### config.mk
export PLATFORM = sky130hd
export DESIGN_NAME = blueintegral_mm_link_flat
export DESIGN_NICKNAME = d
export VERILOG_FILES = /design/src/rtl/blueintegral_mm_link_pkg.sv /design/src/rtl/blueintegral_mm_link_if.sv /design/src/rtl/blueintegral_mm_link.sv /design/src/flat_wrapper.sv
export SDC_FILE = /design/constraint.sdc
export NUM_CORES = 1
export LEC_CHECK = 0
export CELL_PAD_IN_SITES_DETAIL_PLACEMENT = 0
export CELL_PAD_IN_SITES_GLOBAL_PLACEMENT = 2
export CORE_MARGIN = 2
export CORE_UTILIZATION = 27
export DETAILED_ROUTE_END_ITERATION = 10
export GPL_ROUTABILITY_DRIVEN = 0
export PLACE_DENSITY = 0.83
export SLEW_MARGIN = 20
export SYNTH_ARGS = -nofsm -noshare
export SYNTH_HDL_FRONTEND = slang
export SYNTH_SLANG_ARGS = --single-unit
export TNS_END_PERCENT = 30
### constraint.sdc
create_clock -name clk -period 1.6 [get_ports clk]
set_input_delay 0.48 -clock clk [delete_from_list [all_inputs] [get_ports clk]]
set_output_delay 0.48 -clock clk [all_outputs]
set_load 0.005 [all_outputs]
### src/rtl/blueintegral_mm_link_pkg.sv
// Shared types and constants for the 2x2 binary matrix-multiply pin link.
package blueintegral_mm_link_pkg;

  localparam int OP_W       = 8;  // packed operand word A00..A11,B00..B11
  localparam int RES_ELEM_W = 2;  // one result element, value 0..2
  localparam int RES_ELEMS  = 4;  // C00, C01, C10, C11

  typedef enum logic [1:0] {
    ST_LOAD = 2'd0,
    ST_CALC = 2'd1,
    ST_SEND = 2'd2
  } state_e;

  // Select result element idx from the packed result, C00 (MSBs) first.
  function automatic logic [RES_ELEM_W-1:0] res_elem(input logic [OP_W-1:0] res,
                                                    input logic [1:0]      idx);
    logic [RES_ELEM_W-1:0] elem;
    case (idx)
      2'd0:    elem = res[7:6];
      2'd1:    elem = res[5:4];
      2'd2:    elem = res[3:2];
      2'd3:    elem = res[1:0];
      default: elem = res[7:6];
    endcase
    return elem;
  endfunction

endpackage

### src/rtl/blueintegral_mm_link_if.sv
// Bus bundle between the link block, its pin-side producer/consumer and the multiplier.
interface blueintegral_mm_link_if #(parameter int DIN_W = 2);
  import blueintegral_mm_link_pkg::*;

  logic [DIN_W-1:0]      din;
  logic                  din_valid;
  logic                  in_ready;
  logic [RES_ELEM_W-1:0] dout;
  logic                  dout_valid;
  logic                  dout_ready;
  logic                  busy;
  logic [OP_W-1:0]       mm_in;
  logic [OP_W-1:0]       mm_out;

  // Link block side.
  modport slave (
    input  din, din_valid, dout_ready, mm_out,
    output in_ready, dout, dout_valid, busy, mm_in
  );

  // Environment side (pin producer/consumer and multiplier).
  modport master (
    output din, din_valid, dout_ready, mm_out,
    input  in_ready, dout, dout_valid, busy, mm_in
  );
endinterface

### src/rtl/blueintegral_mm_link.sv
// Operand loader / result serializer for the 2x2 binary matrix multiplier.
// Shifts in an 8-bit operand word DIN_W bits at a time, hands it to the
// combinational multiplier for one cycle, then streams the four 2-bit results.
module blueintegral_mm_link
  import blueintegral_mm_link_pkg::*;
#(
  parameter int DIN_W = 2
) (
  input  logic                    clk,
  input  logic                    reset,
  blueintegral_mm_link_if.slave   link
);

  localparam int         IN_BEATS = OP_W / DIN_W;
  localparam logic [2:0] LAST_IN  = 3'(IN_BEATS - 1);
  localparam logic [1:0] LAST_OUT = 2'(RES_ELEMS - 1);

  state_e          state_q, state_d;
  logic [2:0]      in_cnt_q, in_cnt_d;
  logic [1:0]      out_cnt_q, out_cnt_d;
  logic [OP_W-1:0] op_q, op_d;
  logic [OP_W-1:0] res_q, res_d;

  // State register: synchronous reset discards any partial transaction.
  always_ff @(posedge clk) begin
    if (reset) begin
      state_q   <= ST_LOAD;
      in_cnt_q  <= 3'd0;
      out_cnt_q <= 2'd0;
      op_q      <= {OP_W{1'b0}};
      res_q     <= {OP_W{1'b0}};
    end else begin
      state_q   <= state_d;
      in_cnt_q  <= in_cnt_d;
      out_cnt_q <= out_cnt_d;
      op_q      <= op_d;
      res_q     <= res_d;
    end
  end

  // Next-state logic: shift in operands, capture result, count out elements.
  always_comb begin
    state_d   = state_q;
    in_cnt_d  = in_cnt_q;
    out_cnt_d = out_cnt_q;
    op_d      = op_q;
    res_d     = res_q;
    case (state_q)
      ST_LOAD: begin
        if (link.din_valid) begin
          op_d = {op_q[OP_W-1-DIN_W:0], link.din};
          if (in_cnt_q == LAST_IN) begin
            in_cnt_d = 3'd0;
            state_d  = ST_CALC;
          end else begin
            in_cnt_d = in_cnt_q + 3'd1;
          end
        end else begin
          state_d = ST_LOAD;
        end
      end
      ST_CALC: begin
        res_d     = link.mm_out;
        out_cnt_d = 2'd0;
        state_d   = ST_SEND;
      end
      ST_SEND: begin
        if (link.dout_ready) begin
          out_cnt_d = out_cnt_q + 2'd1;
          if (out_cnt_q == LAST_OUT) begin
            state_d = ST_LOAD;
          end else begin
            state_d = ST_SEND;
          end
        end else begin
          state_d = ST_SEND;
        end
      end
      default: begin
        state_d = ST_LOAD;
      end
    endcase
  end

  // Output decode: every output is a function of registered state only,
  // except in_ready which is also gated off while reset is held.
  always_comb begin
    link.in_ready   = (state_q == ST_LOAD) && !reset;
    link.dout_valid = (state_q == ST_SEND);
    link.dout       = res_elem(res_q, out_cnt_q);
    link.busy       = (state_q != ST_LOAD) || (in_cnt_q != 3'd0);
    link.mm_in      = op_q;
  end

endmodule

### src/flat_wrapper.sv
// flat-port wrapper written by rule: the top's interface ports become plain ports
module blueintegral_mm_link_flat import blueintegral_mm_link_pkg::*;
#(
  parameter int DIN_W = 2
)
  (clk, reset, link_din, link_din_valid, link_dout_ready, link_mm_out, link_in_ready, link_dout, link_dout_valid, link_busy, link_mm_in);
  blueintegral_mm_link_if #(.DIN_W(DIN_W)) link_i ();
  input  logic clk;
  input  logic reset;
  input wire logic [$bits(link_i.din)-1:0] link_din;
  input wire logic [$bits(link_i.din_valid)-1:0] link_din_valid;
  input wire logic [$bits(link_i.dout_ready)-1:0] link_dout_ready;
  input wire logic [$bits(link_i.mm_out)-1:0] link_mm_out;
  output wire logic [$bits(link_i.in_ready)-1:0] link_in_ready;
  output wire logic [$bits(link_i.dout)-1:0] link_dout;
  output wire logic [$bits(link_i.dout_valid)-1:0] link_dout_valid;
  output wire logic [$bits(link_i.busy)-1:0] link_busy;
  output wire logic [$bits(link_i.mm_in)-1:0] link_mm_in;
  assign link_i.din = link_din;
  assign link_i.din_valid = link_din_valid;
  assign link_i.dout_ready = link_dout_ready;
  assign link_i.mm_out = link_mm_out;
  assign link_in_ready = link_i.in_ready;
  assign link_dout = link_i.dout;
  assign link_dout_valid = link_i.dout_valid;
  assign link_busy = link_i.busy;
  assign link_mm_in = link_i.mm_in;
  blueintegral_mm_link #(.DIN_W(DIN_W)) u_core (.clk(clk), .reset(reset), .link(link_i));
endmodule
## Yosys cells after proc, flatten, opt, wreduce, memory -nomap -nowiden

Index checks and enable logic that the tools add are counted.

| storage, ports and cells | value |
|---|---|
| bits in registers | 23 |
| bits in latches | 0 |
| memory bits (writable) | 0 |
| memory bits (read-only) | 0 |
| input bits | 14 |
| logic and storage cells | 34 |
| memories | 0 |

| operators by class | value |
|---|---|
| add/sub/neg operators | 2 |
| multipliers | 0 |
| divide/modulo/power cells | 0 |
| magnitude comparators | 0 |
| equality and inequality tests | 8 |
| shift operators | 0 |
| multiplexer cells | 9 |
| bitwise gates (word level) | 0 |
| reduce and logical (&&, ||, !) cells | 10 |

Operator list:

| operator | number |
|---|---|
| 2-to-1 mux 2 bit | 5 |
| case mux 2 bit (4 select lines) | 1 |
| equality test 2 bit (second input constant) | 3 |
| case mux 2 bit (3 select lines) | 1 |
| equality test 2 x 1 -> 1 bit (second input constant) | 2 |
| logical NOT 2 bit | 2 |
| case mux 2 bit (2 select lines) | 1 |
| AND reduction 2 bit | 2 |
| nonzero test 2 bit | 2 |
| adder 3 x 1 -> 3 bit (second input constant) | 1 |
| equality test 3 x 2 -> 1 bit (second input constant) | 1 |
| 2-to-1 mux 3 bit | 1 |
| inequality test 3 x 2 -> 1 bit (second input constant) | 1 |
| nonzero test 3 bit | 1 |
| adder 2 x 1 -> 2 bit (second input constant) | 1 |
| inequality test 2 bit (second input constant) | 1 |
| logical AND 1 bit | 1 |
| logical NOT 1 bit | 1 |
| logical OR 1 bit | 1 |

## Logic depth before layout (Yosys ltp)

Gate-level depths: netlist of run 1.

| logic depth | value |
|---|---|
| word-level depth | 4 |
| gate-level depth with buffers | 5 |
| depth with buffers taken out | 4 |

## Worst setup path after synthesis of run 1

No wires, ideal clock.

| timing | value |
|---|---|
| path type | flip-flop to output port |
| from | reg u_core.out_cnt_q[0] |
| to | out link_dout[0] |
| data arrival time | 1.084 ns |
| data required time | 1.120 ns |
| setup slack | 0.036 ns |
| cell stages (with the launch flop) | 5 |
| buffers on the path | 0 |
| path through | dfxtp_1 > inv_1 > ha_1 > a222oi_1 > mux2i_1 |

| on the way | value |
|---|---|
| longest elaborated chain between the ends | 2 |

RTL lines:

| item | line | text |
|---|---|---|
| start: declaration | blueintegral_mm_link.sv:20 | `logic [1:0] out_cnt_q, out_cnt_d;` |
| start signal: assignment | blueintegral_mm_link.sv:35 | `out_cnt_q <= out_cnt_d;` |
| equality test 2 bit, or another cell as far along | blueintegral_mm_link_pkg.sv:18 | `case (idx)` |
| case mux 2 bit (4 select lines) (*) | blueintegral_mm_link_pkg.sv:18 |  |
| end: declaration | flat_wrapper.sv:15 | `output wire logic [$bits(link_i.dout)-1:0] link_dout;` |

Mark *: on every way between the ends. The rest lies on a longest branch, timed or not.

## Worst setup path after layout of run 1

Ends and elaborated chain as after synthesis.

==> results.yml, run 1 <==
status:
  outcome: "finished with violations"
  violations: "setup timing"
power_and_ir_drop:
  p_seq_share_pct: 56.0
  vdd_ir_drop_max_mv: 0.5135
  switchingPower_w: 0.0002272
  power_density_nw_per_um2: 690.5
  p_total_w: 0.001047
  p_leak_nw: 0.6932
  power_frac_comb_pct: 10.8
  clockPowerShare_pct: 33.2
  p_int_w: 0.0008199
  swShare_pct: 21.70
placement:
  port_buffers: 26
  dp_cells: 205
  place_ws_ns: -0.4923
  place_hpwl_um: 1720
clock_network:
  clock_latency_ns: 0.26
  cts.reportedPaths.clkPinSlew_ns: 0.08
  cts_root_buf: "clkbuf_8"
  cts_tree: "done"
  cts_made_buffers: 3
  htree_levels: 1
  clk_path_buf_depth: 2
  clock-sinks: 23
setup_path:
  critical-path-top-delay-family: "flip-flops"
  critical_path_arrival_ns: 1.38
  slowest_delay_ns: 0.38
  crit_buf_inv: 2
  crit_fanout: 4
  crit_chain: "inv_4 -> ha_4 -> a222oi_1 -> mux2i_1 -> buf_2"
  cp-end-kind: "output pin"
  slowest_stage: "dfxtp_4"
  path_class: "register to output pin"
  start_kind: "register"
  worstPathRequired_ns: 1.12
floorplan:
  die_w_um: 65.91
  fp.dieH_um: 65.91
  design.core.area_sq_um: 3661
  io_pins: 27
  die_area_sq_um: 4343
  rows: 22
  start_util_pct: 28.26
layout:
  final_cells: 209
  n_antenna_cell: 0
  final_common_cell: "nand2_1"
  final_cell_mix: "35 x nand2_1, 22 x a21oi_1, 15 x buf_4, 13 x clkdlybuf4s50_1, 11 x dfxtp_1"
  final_util_pct: 41.42
  drive_above_1_share_pct: 27.33
  nNetsFinal: 182
  area_delta_synth_final_pct: 46.55
drt:
  firstDrtPassIters: 4
  drt_iter0_drc: 27
  drt_wl_total_um: 2442
  dr_total_vias: 923
  wire_per_inst_um: 11.68
  via_per_inst: 4.416
  ant_nets: 0
  drc: 0
sta:
  hold_slack_ns: 0.4587
  slew_violations: 0
  clock_skew_ns: 0.001834
  setup_viol: 2
  maxSlewHeadroom_pct: 78.65
  worstMarginPinSlew_ns: 0.3202
  fin_crit_sh_pct: 116.5
  setup_ws_ns: -0.2641
  hold_viol_final: 0
  min_period_ns: 1.864
  rsz0062_at_grt: "true"
  max_freq_mhz: 536.4
min_path:
  hold_path_class: "register to register"
logic_synthesis:
  yosys_warnings: 0
  avgSynthCellArea_sq_um: 8.345
  yosysSeqAreaShare_pct: 44.50
  syn-instance-count: 124
  syn_area_sq_um: 1035
  syn-num-nets: 144
  synth_cell_types: 24
  synth.ff_latch_count: 23
grt:
  grt_max_degree: 24
  grt-ovfl-total: 0
  grt_usage_pct: 11.52
  grt_pass1_wl_um: 3864
  antenna_found_initial: 0
  grt_pass1_vias: 865
flow_run:
  maxCapViolations: 0
## final timing paths
path / start / to / slack [ns] / cells after the start
worst max-delay path: u_core.out_cnt_q[0]$_SDFFE_PP0P_ / link_dout[0] / -0.26 / 5
worst min-delay path: u_core.link.mm_in[6]$_SDFFE_PP0P_ / u_core.link.mm_in[6]$_SDFFE_PP0P_ / 0.46 / 2
worst max register to register: u_core.state_q[1]$_SDFFE_PP0P_ / u_core.link.mm_in[5]$_SDFFE_PP0P_ / 0.34 / 4
worst min register to register: u_core.link.mm_in[6]$_SDFFE_PP0P_ / u_core.link.mm_in[6]$_SDFFE_PP0P_ / 0.46 / 2
## per-stage QoR
stage | setup TNS, ns | instance area [sq um]
2_1_floorplan | 0 | 1035
3_3_place_gp | -2.261 | 1416
3_5_place_dp | -2.526 | 1416
4_1_cts | -0.5424 | 1483
5_1_grt | -0.6638 | 1516
6_report | -0.5266 | 1516
## per-layer routing
metal / wire length (um) / part of all wire (%) / GRT usage [%]
met4: 0 / 0 / 0.7813
met2: 1242 / 51 / 20.20
met5: 0 / 0 / 0
met3: 141 / 5.8 / 3.918
met1: 1057 / 43 / 14.18
## cells by family after synthesis
kind of cell / synth area share, %
simple gates: 23.22
buf+inv: 7.498
fa+ha+maj: 7.255
mux: 1.935
compound gates: 15.60
flops: 44.50
## state kept, by name, summed over array words and instances (netlist names)
signal / flops
u_core.res_q: 8
u_core.in_cnt_q: 3
u_core.link.mm_in: 8
u_core.state_q: 2
u_core.out_cnt_q: 2
## cell type report
cell class	count	area (sq um)
timing repair buffer	41	367.9
sequential	23	483.0
tap	48	60.06
inverter	7	28.78
fill	392	2145
multi-input combinational	86	531.8
clock buffer	4	45.04
## repair_timing
| action | CTS | global route |
|---|---|---|
| hold buffers | 0 | 0 |
| setup buffers | 0 | 0 |
| gates resized for setup | 39 | 11 |
| endpoints found under the setup margin | 11 | 10 |
| pin swaps | 4 | 1 |
## Yosys cell counts
cell type / number / area (sq um)
nor3_1: 1 / 5.000
inv_1: 7 / 26.28
nand2b_1: 3 / 18.77
a22oi_1: 1 / 7.510
mux2i_1: 2 / 20.02
buf_2: 2 / 10.01
clkbuf_1: 3 / 11.26
nand2_1: 35 / 131.4
or3b_4: 1 / 11.26
o211ai_1: 2 / 15.01
and2b_1: 1 / 7.510
nor3b_2: 1 / 12.51
dfxtp_1: 23 / 460.4
ha_1: 6 / 75.07
buf_6: 2 / 22.52
buf_4: 1 / 7.510
nand3b_1: 1 / 7.510
nand3_1: 2 / 10.01
a222oi_1: 2 / 20.02
nor2_1: 2 / 7.510
a32oi_1: 1 / 8.760
a21oi_1: 22 / 110.1
nor2b_1: 2 / 12.51
nor3_4: 1 / 16.27
## worst register-to-register path: cells and delay by family (launching register included)
kind | cells | cell delay (ns)
AO/OA/AOI/OAI | 1 | 0.06
buffers and inverters | 1 | 0.14
AND/OR/NAND/NOR | 2 | 0.58
flip-flops | 1 | 0.36
## power by group through the flow
stage               logic [W]  clock network (W)  registers, W
finish               0.000113           0.000348      0.000586
global route         0.000125           0.000388      0.000588
CTS                  0.000116           0.000365      0.000588
detailed placement   0.000120                  0      0.000603
global placement     0.000118                  0      0.000602
floorplan           0.0000469                  0      0.000603
Power figures use the tool's default switching activity.
==> run 2, diff against run 1 <==
--- a/config.mk
+++ b/config.mk
@@ -12,6 +12,7 @@
 export DETAILED_ROUTE_END_ITERATION = 10
 export GPL_ROUTABILITY_DRIVEN = 0
 export PLACE_DENSITY = 0.83
+export RECOVER_POWER = 50
 export SLEW_MARGIN = 20
 export SYNTH_ARGS = -nofsm -noshare
 export SYNTH_HDL_FRONTEND = slang
==> results of run 2 <==
No change in the layout: final DEF, timing and power equal those of run 1.
==> run 3, diff against run 2 <==
--- a/config.mk
+++ b/config.mk
@@ -8,11 +8,10 @@
 export CELL_PAD_IN_SITES_DETAIL_PLACEMENT = 0
 export CELL_PAD_IN_SITES_GLOBAL_PLACEMENT = 2
 export CORE_MARGIN = 2
-export CORE_UTILIZATION = 27
+export CORE_UTILIZATION = 29
 export DETAILED_ROUTE_END_ITERATION = 10
 export GPL_ROUTABILITY_DRIVEN = 0
-export PLACE_DENSITY = 0.83
-export RECOVER_POWER = 50
+export PLACE_DENSITY = 0.88
 export SLEW_MARGIN = 20
 export SYNTH_ARGS = -nofsm -noshare
 export SYNTH_HDL_FRONTEND = slang
==> constraint.sdc (replaced) <==
create_clock -name clk -period 2.3 [get_ports clk]
set_input_delay 0.69 -clock clk [delete_from_list [all_inputs] [get_ports clk]]
set_output_delay 0.69 -clock clk [all_outputs]
set_load 0.005 [all_outputs]
==> results.yml, run 3 (synthesis gave the netlist of run 1 again) <==
status:
  outcome: "complete, no violations"
sta:
  setup_viol: 0
  clock_skew_ns: 0.001834
  fin_crit_sh_pct: 98.19
  slew_violations: 0
  hold_slack_ns: 0.4651
  maxSlewHeadroom_pct: 80.39
  max_freq_mhz: 442.8
  rsz0062_at_grt: "true"
  worstMarginPinSlew_ns: 0.2942
  min_period_ns: 2.258
  hold_viol_final: 0
layout:
  n_antenna_cell: 0
  nNetsFinal: 173
  fill_cells: 349
  final_common_cell: "nand2_1"
  final_area_sq_um: 1389
  final_cell_mix: "35 x nand2_1, 23 x clkdlybuf4s50_1, 22 x a21oi_1, 20 x dfxtp_1, 7 x inv_1"
  area_delta_synth_final_pct: 34.22
  drive_above_1_share_pct: 12.50
  final_util_pct: 40.97
setup_path:
  crit_fanout: 5
  r2r_end: "u_core.link.mm_in[1]$_SDFFE_PP0P_"
  cp-end-kind: "output pin"
  critical_path_arrival_ns: 1.57
  rr_worst_depth: 4
  slowest_delay_ns: 0.39
  path_class: "register to output pin"
  worstPathRequired_ns: 1.61
  reg2reg_setup_slack_ns: 1.04
  start_kind: "register"
  crit_chain: "inv_1 -> ha_1 -> a222oi_1 -> mux2i_1 -> clkdlybuf4s15_1"
  slowest_stage: "dfxtp_4"
  r2r-start: "u_core.state_q[1]$_SDFFE_PP0P_"
flow_run:
  maxCapViolations: 0
power_and_ir_drop:
  p_leak_nw: 0.5078
  power_density_nw_per_um2: 485.5
  vdd_ir_drop_max_mv: 0.1885
clock_network:
  cts_root_buf: "clkbuf_4"
  cts_tree: "done"
  clock_latency_ns: 0.31
  clock-sinks: 23
  htree_levels: 1
  hold_buffers: 0
  cts_made_buffers: 3
  clk_path_buf_depth: 2
  cts.reportedPaths.clkPinSlew_ns: 0.12
grt:
  busiest_layer: "met2"
  grt-ovfl-total: 0
  gr-usage-met3_pct: 3.345
  grt_max_degree: 24
  grt_use_met1_pct: 12.24
  grt_pass1_vias: 822
  met2_usage_pct: 19.74
  grt_usage_pct: 11.03
  grt_pass1_wl_um: 3519
  antenna_found_initial: 0
floorplan:
  io_pins: 27
  die_w_um: 63.74
  start_util_pct: 30.53
  fp.dieH_um: 63.74
  design.core.area_sq_um: 3390
  die_area_sq_um: 4062
  rows: 21
min_path:
  min-delay-start: "u_core.link.mm_in[6]$_SDFFE_PP0P_"
  holdPathStages: 2
  hold-path-endpoint: "u_core.link.mm_in[6]$_SDFFE_PP0P_"
  hold_path_class: "register to register"
drt:
  drc: 0
  wire_per_inst_um: 11.03
  dr_total_vias: 902
  ant_nets: 0
  via_per_inst: 4.556
  firstDrtPassIters: 5
  drt_iter0_drc: 38
  drt_wl_total_um: 2183
placement:
  placed_area_sq_um: 1331
  port_buffers: 26
  place_hpwl_um: 1569
run 3: repair_timing:
action                                  CTS  global route
endpoints found under the setup margin    3             4
resized for setup                        11             1
pin swaps                                 2             0
setup buffers                             2             0
run 3: per-stage QoR:
| stage | worst slack [ns] | setup TNS (ns) | total power [W] | std cells |
|---|---|---|---|---|
| floorplan | 0.5264 | 0 | 0.0004520 | 124 |
| global placement | -0.2280 | -0.2280 | 0.0004958 | 192 |
| detailed placement | -0.2460 | -0.2460 | 0.0004973 | 192 |
| CTS | 0.008958 | 0 | 0.0006861 | 198 |
| global route | -0.08788 | -0.1924 | 0.0007128 | 198 |
| finish | 0.04166 | 0 | 0.0006743 | 198 |
run 3: how the worst max path moves through the flow:
stage	from	endpoint	slack, ns	depth (start not counted)
floorplan	u_core.out_cnt_q[0]$_SDFFE_PP0P_	link_dout[0]	0.53	4
global placement	reset	link_in_ready	-0.23	3
detailed placement	reset	link_in_ready	-0.25	3
CTS	u_core.state_q[0]$_SDFFE_PP0P_	link_busy	0.009	3
global route	u_core.out_cnt_q[1]$_SDFFE_PP0P_	link_dout[1]	-0.09	5
finish	u_core.out_cnt_q[1]$_SDFFE_PP0P_	link_dout[1]	0.04	5
run 3: final cells by class:
type / instances / area, sq um / share of cell area (%)
multi-input combinational: 86 / 506.7 / 36.49
sequential: 23 / 466.7 / 33.60
timing repair buffer: 32 / 304.0 / 21.89
tap: 46 / 57.56 / 4.144
inverter: 7 / 26.28 / 1.892
clock buffer: 3 / 22.52 / 1.622
clock inverter: 1 / 5.005 / 0.3604
run 3: routing by layer:
metal	vias to the layer above	share of wire [%]
met5	-	0
met4	0	0.87
met3	2	5.1
met2	20	48
met1	412	46
li1	468	-
run 3: power by group:
part	switching, W	total, W	internal (W)	leakage (nW)
registers	0.00000541	0.000410	0.000405	0.188
clock network	0.000123	0.000188	0.0000651	0.0177
logic	0.0000317	0.0000762	0.0000446	0.302
run 3: worst max-delay path, delay by kind of cell (launching register included):
kind,cells,cell delay [ns]
buffers and inverters,2,0.28
adders and majority gates,1,0.19
muxes,1,0.12
DFF,1,0.39
AOI/OAI and AO/OA,1,0.28
